## config.mk

```make
export PLATFORM = sky130hd
export DESIGN_NAME = bp_cache_dma_to_axi_lite
export DESIGN_NICKNAME = d
export VERILOG_FILES = /design/src/rtl/bp_cache_dma_to_axi_lite_pkg.sv /design/src/rtl/bp_cache_dma_to_axi_lite_counter.sv /design/src/rtl/bp_cache_dma_to_axi_lite.sv
export SDC_FILE = /design/constraint.sdc
export NUM_CORES = 1
export LEC_CHECK = 0
export ABC_CLOCK_PERIOD_IN_PS = 4400
export CORE_AREA = 2 2 149 151
export DETAILED_ROUTE_END_ITERATION = 8
export DIE_AREA = 0 0 151 153
export GPL_TIMING_DRIVEN = 0
export HOLD_SLACK_MARGIN = 0.1
export MAX_ROUTING_LAYER = met4
export PLACE_DENSITY = 0.73
export SLEW_MARGIN = 40
export SYNTH_ARGS = -nofsm -noshare
export SYNTH_HDL_FRONTEND = slang
export SYNTH_SLANG_ARGS = --single-unit
```

## constraint.sdc

```tcl
create_clock -name clk_i -period 4.4 [get_ports clk_i]
set_input_delay 0.66 -clock clk_i [delete_from_list [all_inputs] [get_ports clk_i]]
set_output_delay 0.66 -clock clk_i [all_outputs]
set_load 0.05 [all_outputs]
```

## src/rtl/bp_cache_dma_to_axi_lite_pkg.sv

```systemverilog
// Shared types for the bsg_cache DMA to AXI4-Lite bridge: FSM states and AXI response codes.
package bp_cache_dma_to_axi_lite_pkg;

    typedef enum logic [2:0] {
        e_idle,
        e_rd_addr,
        e_rd_data,
        e_rd_out,
        e_wr_data,
        e_wr_req,
        e_wr_resp
    } dma_state_e;

    localparam logic [1:0] axi_resp_okay_lp   = 2'b00;
    localparam logic [1:0] axi_resp_exokay_lp = 2'b01;
    localparam logic [1:0] axi_resp_slverr_lp = 2'b10;
    localparam logic [1:0] axi_resp_decerr_lp = 2'b11;

    function automatic logic resp_is_error(input logic [1:0] resp);
        return resp != axi_resp_okay_lp;
    endfunction

endpackage

```

## src/rtl/bp_cache_dma_to_axi_lite_counter.sv

```systemverilog
// Beat counter with synchronous clear and increment, wrapping after max_val_p.
module bp_cache_dma_to_axi_lite_counter #(
    parameter int unsigned max_val_p = 7,
    parameter int unsigned width_p   = 3
) (
    input  logic               clk_i,
    input  logic               reset_n_i,
    input  logic               clear_i,
    input  logic               up_i,
    output logic [width_p-1:0] count_o
);

    always_ff @(posedge clk_i or negedge reset_n_i) begin
        if (!reset_n_i) begin
            count_o <= '0;
        end else if (clear_i) begin
            count_o <= width_p'(up_i);
        end else if (up_i) begin
            count_o <= (count_o == width_p'(max_val_p)) ? '0 : count_o + width_p'(1);
        end
    end

endmodule

```

## src/rtl/bp_cache_dma_to_axi_lite.sv

```systemverilog
// Converts bsg_cache block DMA packets into a serial stream of single-beat AXI4-Lite
// transactions, one fill word at a time, with at most one AXI transaction outstanding.
module bp_cache_dma_to_axi_lite
    import bp_cache_dma_to_axi_lite_pkg::*;
#(
    parameter int unsigned daddr_width_p    = 28,
    parameter int unsigned axi_addr_width_p = 28,
    parameter int unsigned fill_width_p     = 64,
    parameter int unsigned axi_data_width_p = 64,
    parameter int unsigned block_width_p    = 512
) (
    input  logic                          clk_i,
    input  logic                          reset_n_i,

    input  logic [daddr_width_p:0]        dma_pkt_i,
    input  logic                          dma_pkt_v_i,
    output logic                          dma_pkt_yumi_o,

    output logic [fill_width_p-1:0]       dma_data_o,
    output logic                          dma_data_v_o,
    input  logic                          dma_data_ready_and_i,

    input  logic [fill_width_p-1:0]       dma_data_i,
    input  logic                          dma_data_v_i,
    output logic                          dma_data_yumi_o,

    output logic [axi_addr_width_p-1:0]   araddr_o,
    output logic [2:0]                    arprot_o,
    output logic                          arvalid_o,
    input  logic                          arready_i,

    input  logic [axi_data_width_p-1:0]   rdata_i,
    input  logic [1:0]                    rresp_i,
    input  logic                          rvalid_i,
    output logic                          rready_o,

    output logic [axi_addr_width_p-1:0]   awaddr_o,
    output logic [2:0]                    awprot_o,
    output logic                          awvalid_o,
    input  logic                          awready_i,

    output logic [axi_data_width_p-1:0]   wdata_o,
    output logic [axi_data_width_p/8-1:0] wstrb_o,
    output logic                          wvalid_o,
    input  logic                          wready_i,

    input  logic [1:0]                    bresp_i,
    input  logic                          bvalid_i,
    output logic                          bready_o,

    output logic                          rd_error_o,
    output logic                          wr_error_o
);

    localparam int unsigned beats_lp     = block_width_p / fill_width_p;
    localparam int unsigned cnt_width_lp = (beats_lp > 1) ? $clog2(beats_lp) : 1;
    localparam logic [cnt_width_lp-1:0]     last_beat_lp  = cnt_width_lp'(beats_lp - 1);
    localparam logic [axi_addr_width_p-1:0] fill_bytes_lp = axi_addr_width_p'(fill_width_p / 8);

    if (fill_width_p != axi_data_width_p) begin : g_width_check
        $error("fill_width_p must equal axi_data_width_p");
    end
    if (block_width_p % fill_width_p != 0) begin : g_block_check
        $error("block_width_p must be a multiple of fill_width_p");
    end
    if (axi_addr_width_p > daddr_width_p) begin : g_addr_check
        $error("axi_addr_width_p must not exceed daddr_width_p");
    end

    dma_state_e                  state_q, state_d;
    logic [axi_addr_width_p-1:0] addr_q;
    logic [fill_width_p-1:0]     rdata_q, wdata_q;
    logic                        aw_done_q, w_done_q;
    logic                        rd_error_q, wr_error_q;
    logic [cnt_width_lp-1:0]     beat_cnt;
    logic                        cnt_clear, cnt_up;
    logic                        last_beat;

    bp_cache_dma_to_axi_lite_counter #(
        .max_val_p(beats_lp - 1),
        .width_p  (cnt_width_lp)
    ) beat_counter (
        .clk_i    (clk_i),
        .reset_n_i(reset_n_i),
        .clear_i  (cnt_clear),
        .up_i     (cnt_up),
        .count_o  (beat_cnt)
    );

    assign last_beat = (beat_cnt == last_beat_lp);

    // Beat address wraps naturally at the AXI address width.
    assign araddr_o   = addr_q + axi_addr_width_p'(beat_cnt) * fill_bytes_lp;
    assign awaddr_o   = araddr_o;
    assign arprot_o   = 3'b000;
    assign awprot_o   = 3'b000;
    assign wstrb_o    = '1;
    assign wdata_o    = wdata_q;
    assign dma_data_o = rdata_q;
    assign rd_error_o = rd_error_q;
    assign wr_error_o = wr_error_q;

    always_comb begin
        state_d         = state_q;
        cnt_clear       = 1'b0;
        cnt_up          = 1'b0;
        dma_pkt_yumi_o  = 1'b0;
        dma_data_v_o    = 1'b0;
        dma_data_yumi_o = 1'b0;
        arvalid_o       = 1'b0;
        rready_o        = 1'b0;
        awvalid_o       = 1'b0;
        wvalid_o        = 1'b0;
        bready_o        = 1'b0;
        case (state_q)
            e_idle: begin
                dma_pkt_yumi_o = dma_pkt_v_i;
                if (dma_pkt_v_i) begin
                    cnt_clear = 1'b1;
                    state_d   = dma_pkt_i[daddr_width_p] ? e_wr_data : e_rd_addr;
                end
            end
            e_rd_addr: begin
                arvalid_o = 1'b1;
                if (arready_i) state_d = e_rd_data;
            end
            e_rd_data: begin
                rready_o = 1'b1;
                if (rvalid_i) state_d = e_rd_out;
            end
            e_rd_out: begin
                dma_data_v_o = 1'b1;
                if (dma_data_ready_and_i) begin
                    cnt_up  = ~last_beat;
                    state_d = last_beat ? e_idle : e_rd_addr;
                end
            end
            e_wr_data: begin
                dma_data_yumi_o = dma_data_v_i;
                if (dma_data_v_i) state_d = e_wr_req;
            end
            e_wr_req: begin
                // AW and W handshake independently; either may finish first or both together.
                awvalid_o = ~aw_done_q;
                wvalid_o  = ~w_done_q;
                if ((aw_done_q | awready_i) & (w_done_q | wready_i)) state_d = e_wr_resp;
            end
            e_wr_resp: begin
                bready_o = 1'b1;
                if (bvalid_i) begin
                    cnt_up  = ~last_beat;
                    state_d = last_beat ? e_idle : e_wr_data;
                end
            end
            default: state_d = e_idle;
        endcase
    end

    always_ff @(posedge clk_i or negedge reset_n_i) begin
        if (!reset_n_i) begin
            state_q    <= e_idle;
            addr_q     <= '0;
            rdata_q    <= '0;
            wdata_q    <= '0;
            aw_done_q  <= 1'b0;
            w_done_q   <= 1'b0;
            rd_error_q <= 1'b0;
            wr_error_q <= 1'b0;
        end else begin
            state_q <= state_d;
            if (state_q == e_idle && dma_pkt_v_i) begin
                addr_q <= dma_pkt_i[axi_addr_width_p-1:0];
            end
            if (state_q == e_rd_data && rvalid_i) begin
                rdata_q <= rdata_i;
                if (resp_is_error(rresp_i)) rd_error_q <= 1'b1;
            end
            if (state_q == e_wr_data && dma_data_v_i) begin
                wdata_q   <= dma_data_i;
                aw_done_q <= 1'b0;
                w_done_q  <= 1'b0;
            end
            if (state_q == e_wr_req) begin
                if (awready_i) aw_done_q <= 1'b1;
                if (wready_i)  w_done_q  <= 1'b1;
            end
            if (state_q == e_wr_resp && bvalid_i && resp_is_error(bresp_i)) begin
                wr_error_q <= 1'b1;
            end
        end
    end

endmodule
```

======== Word level (Yosys, flattened, before mapping) ========
Index checks and enable logic that the tools add are counted.
word-level totals
  flip-flop bits (word level) ............. 166
  input bits .............................. 171
  word-level logic and storage cells ...... 75
cells by class
  add/sub/neg operators ................... 2
  equality and inequality tests ........... 14
  muxes and demuxes ....................... 33
  bitwise gates (word level) .............. 6
  reductions and logical operators ........ 11
operators with widths
  cell                                           count
  2-to-1 mux 3 bit                               12
  adder 28 x 6 -> 28 bit                         1
  case mux 3 bit (7 select lines)                1
  2-to-1 mux 1 bit                               19
  inequality test 2 bit, second input constant   7
  == test 3 bit, second input constant           4
  AND reduction 7 bit                            1
  == test 3 x 2 -> 1 bit, second input constant  2
  nonzero test 2 bit                             3
  logical AND 1 bit                              5
  adder 3 x 1 -> 3 bit, second input constant    1
  == test 3 x 1 -> 1 bit, second input constant  1
  logical NOT 3 bit                              1
  NOT 1 bit                                      3
  bitwise OR 1 bit                               2
  case mux 1 bit (2 select lines)                1
  AND reduction 2 bit                            1
  bitwise AND 1 bit                              1

======== Logic depth before layout (Yosys ltp) ========
  depth in word-level cells ............... 6
  gate-level depth with buffers ........... 7
  depth with buffers taken out ............ 6

======== By module ========
Synthesis repeated with hierarchy kept, for this count alone.
second synthesis, totals
  cell total of the unflattened synthesis .. 528
  area, all modules ....................... 7579.8 µm²
by module, submodules not included
  module                            instances  cells each  area each (µm²)
  bp_cache_dma_to_axi_lite          1          515         7424.6
  bp_cache_dma_to_axi_lite_counter  1          13          155.1

======== Worst setup path before layout ========
No wires, ideal clock.
  kind .................................... reg2out
  start point ............................. register beat_counter.count_o[0]
  end point ............................... output port awaddr_o[13]
  arrival ................................. 2663 ps
  data required time ...................... 3740 ps
  path slack .............................. 1077 ps
  stages on the path, launching flop included .. 8
  cell sequence ........................... dfrtp_1 ha_1 fa_1 a21oi_1 nor3_2 and3_1 xor2_1 buf_4
between the ends
  cells in the longest elaborated chain, start to end .. 1
RTL lines
  element                 line                                    source
  from (decl)             bp_cache_dma_to_axi_lite_counter.sv:10  output logic [width_p-1:0] count_o
  from (signal assigned)  bp_cache_dma_to_axi_lite_counter.sv:17  count_o <= width_p'(up_i);
  from (signal assigned)  bp_cache_dma_to_axi_lite_counter.sv:19  count_o <= (count_o == width_p'(max_val_p)) ? '0 : count_o + width_p'(1);
  adder 28 x 6 -> 28 bit  bp_cache_dma_to_axi_lite.sv:93          assign araddr_o = addr_q + axi_addr_width_p'(beat_cnt) * fill_bytes_lp;
  to (decl)               bp_cache_dma_to_axi_lite.sv:37          output logic [axi_addr_width_p-1:0] awaddr_o,
No other way between the ends.

======== Final worst setup path ========
Ends and elaborated chain as after synthesis.

==> qor.csv <==
stage,metric,value,unit
setup_path,worst_ep_required_time,3740,ps
timing,max_freq,252,MHz
setup_path,cp_cell_sequence,ha_1 -> fa_1 -> a21oi_1 -> nor3_2 -> and3_1 -> xor2_1 -> buf_4 -> clkdlybuf4s50_1,
route,ant_nets,0,
yosys,yosysSeqAreaShare,0.531,
placement,gp_congestion,0.781,
timing,fin_ws,436,ps
route,first_pass_iters,4,
global_route,grtUsageTotal,0.186,
route,wl,20700,µm
yosys,netlist_area,7830,µm²
clock_tree,post_cts_buffers,0,
setup_path,end_kind,primary output,
clock_tree,clock_latency,420,ps
layout,drive_above_1_share,0.278,
global_route,globalRoute.totalOverflow,0,
route,drtIter0Drc,189,
setup_path,cpMaxStageDelayCell,clkdlybuf4s50_1,
yosys,ys.flop_type,dfrtp_1,
layout,diodes,0,
placement,dpl.hpwl,15800,µm
setup_path,crit_family,buffers and inverters,
yosys,synthArstFlopShare,1.00,
global_route,grt_pass1_vias,5664,
setup_path,cp-start-kind,register,
die,ios,379,
clock_tree,cts_buffer_depth,2,
setup_path,path_buf_inv,2,
timing,period_share,0.901,
placement,io_buffers,364,
clock_tree,htree_levels,4,
timing,clock-skew-final,12.0,ps
yosys,postSynthCellCount,511,
route,route.detailed.drc,0,
die,rows,54,
die,dieArea,23100,µm²
worst_hold_path,hold_path_class,register to register,
setup_path,cp_max_fo,5,
die,die_h,153,µm
timing,slew_headroom,0.620,
layout,fin_nets,1086,
yosys,yosys_warnings,0,
clock_tree,clkSlewWorstSetupHoldPaths,70,ps
global_route,grt_pass1_wl,32100,µm
clock_tree,cts_num_sinks,166,
global_route,grt_max_degree,74,
die,die_w,151,µm
yosys,syn_avg_cell_area,15.3,µm²
yosys,synth-edff-count,0,
die,core_area,21500,µm²
route,via_count,5417,
setup_path,setup.worst_path.class,register to primary output,
timing,finalCriticalPeriod,3960,ps
timing,worst_pin_slew,568,ps
clock_tree,cts_tree,yes,
run,cap_viol_max_count,0,
timing,drv_slew,0,
setup_path,slowest_delay,790,ps
route,vias_per_cell,4.51,
global_route,antenna_found_initial,0,
timing,rsz0062_at_grt,no,
yosys,ys_ff_latch,166,
timing,hold_violations,0,
timing,setup_violations,0,
layout,area_growth,59.4,%
run_status,status,"complete, no violations",
route,wl_per_cell,17.2,µm
setup_path,crit_arrival,3300,ps
die,start_util,0.364,
placement,place_ws,845,ps
yosys,synth.distinct_cells,49,
clock_tree,numCtsBuffers,17,
clock_tree,root_buffer,clkbuf_16,
worst reg2reg max path, stage by stage (launching register included):
cell and delay, ps:
dfrtp_1 470, nor2b_2 220, nand3_2 120, inv_2 80, buf_6 160, buf_6 200, mux2_4 320
layout by cell type, fill, tap and decap left out, types with 7 or more instances in the layout:
cell / count
buf_6: 11
and3_1: 8
xnor2_1: 16
conb_1: 14
xor2_1: 7
dfrtp_1: 166
mux2_4: 98
buf_4: 46
nand4_1: 7
clkdlybuf4s50_1: 363
nand2_1: 8
mux2_1: 20
nand3_1: 8
mux2_2: 38
clkbuf_16: 17
nor2_1: 9
path summary, 6_finish.rpt:
kind / startpoint / depth (start not counted) / slack (ps) / end
min in group asynchronous: reset_n_i / 2 / 690 / addr_q[27]
max in group asynchronous: reset_n_i / 3 / 3060 / dma_data_o[27]
min: rd_error_o / 1 / 460 / rd_error_o
max reg2reg: state_q[0] / 6 / 2700 / wdata_o[46]
min reg2reg: rd_error_o / 1 / 460 / rd_error_o
max: beat_counter.count_o[0] / 8 / 440 / awaddr_o[13]
registers in the layout, indices dropped and copies added (netlist names):
| signal | count |
|---|---|
| state_q | 3 |
| aw_done_q | 1 |
| rd_error_o | 1 |
| wr_error_o | 1 |
| w_done_q | 1 |
| dma_data_o | 64 |
| beat_counter.count_o | 3 |
| addr_q | 28 |
| wdata_o | 64 |
cells in the mapped netlist (2+ instances only):
cell type	count	area share
o31ai_2	2	0.0032
a21o_1	2	0.0019
buf_12	6	0.015
mux2_1	20	0.029
a21oi_1	4	0.0026
nand3_2	2	0.0026
xnor2_1	16	0.018
a22o_1	2	0.0022
xor2_1	7	0.0078
inv_2	3	0.0014
buf_6	11	0.016
nor2_1	9	0.0043
ha_1	5	0.0080
buf_2	3	0.0019
nand3_1	8	0.0051
dfrtp_1	166	0.53
nand2b_1	3	0.0024
nand4_1	7	0.0056
mux2_2	38	0.055
o21ai_0	4	0.0026
nand2_1	8	0.0038
and3_1	8	0.0064
or2_2	2	0.0016
nor3_4	2	0.0042
buf_4	46	0.044
conb_1	2	0.00096
and2_1	2	0.0016
mux2i_1	4	0.0051
nand3b_4	2	0.0051
mux2_4	98	0.19
metrics by stage:
| step | instance area (µm²) | util | hold slack, ps | cells | TNS, ps |
|---|---|---|---|---|---|
| finish | 12500 | 0.581 | 460 | 1200 | 0 |
| global route | 12500 | 0.581 | 495 | 1200 | 0 |
| CTS | 12500 | 0.581 | 459 | 1200 | 0 |
| detailed placement | 11900 | 0.555 | 443 | 1169 | 0 |
| global placement | 11900 | 0.552 | 448 | 1167 | -747800 |
| floorplan | 7870 | - | 364 | 523 | 0 |
metal layers:
metal,up-vias,wire (µm),track usage
li1,2525,-,-
met2,204,10400,0.308
met1,2666,8530,0.228
met4,0,313,0.0512
met3,22,1420,0.0427
met5,-,0,-
logic make-up after synthesis:
group	after synthesis	share of synthesized area
AND/OR/NAND/NOR	64	0.0553
XOR/XNOR	23	0.0257
flip-flops	166	0.531
multiplexers	160	0.276
buffers and inverters	69	0.0786
other	2	0.000959
AO/OA/AOI/OAI	21	0.0217
adder cells (fa/ha/maj)	6	0.0105
what timing repair did:
| item | 4_1_cts | 5_1_grt |
|---|---|---|
| gates resized for setup | 0 | 0 |
| hold buffers | 1 | 0 |
| hold endpoints to repair | 25 | 0 |
area by class of cell:
cell class / count / area, µm²
repair buffers: 367 / 3710
flip-flops and latches: 166 / 4150
fillers: 1777 / 9010
plain buffers: 66 / 604
clock inverters: 13 / 116
multi-input cells: 288 / 3100
inverters: 3 / 11.3
clock buffers: 17 / 425
well taps: 280 / 350
Power is left out: the tool's default activity adds up to more than one toggle a clock period on the data nets, which glitch-free logic cannot reach.
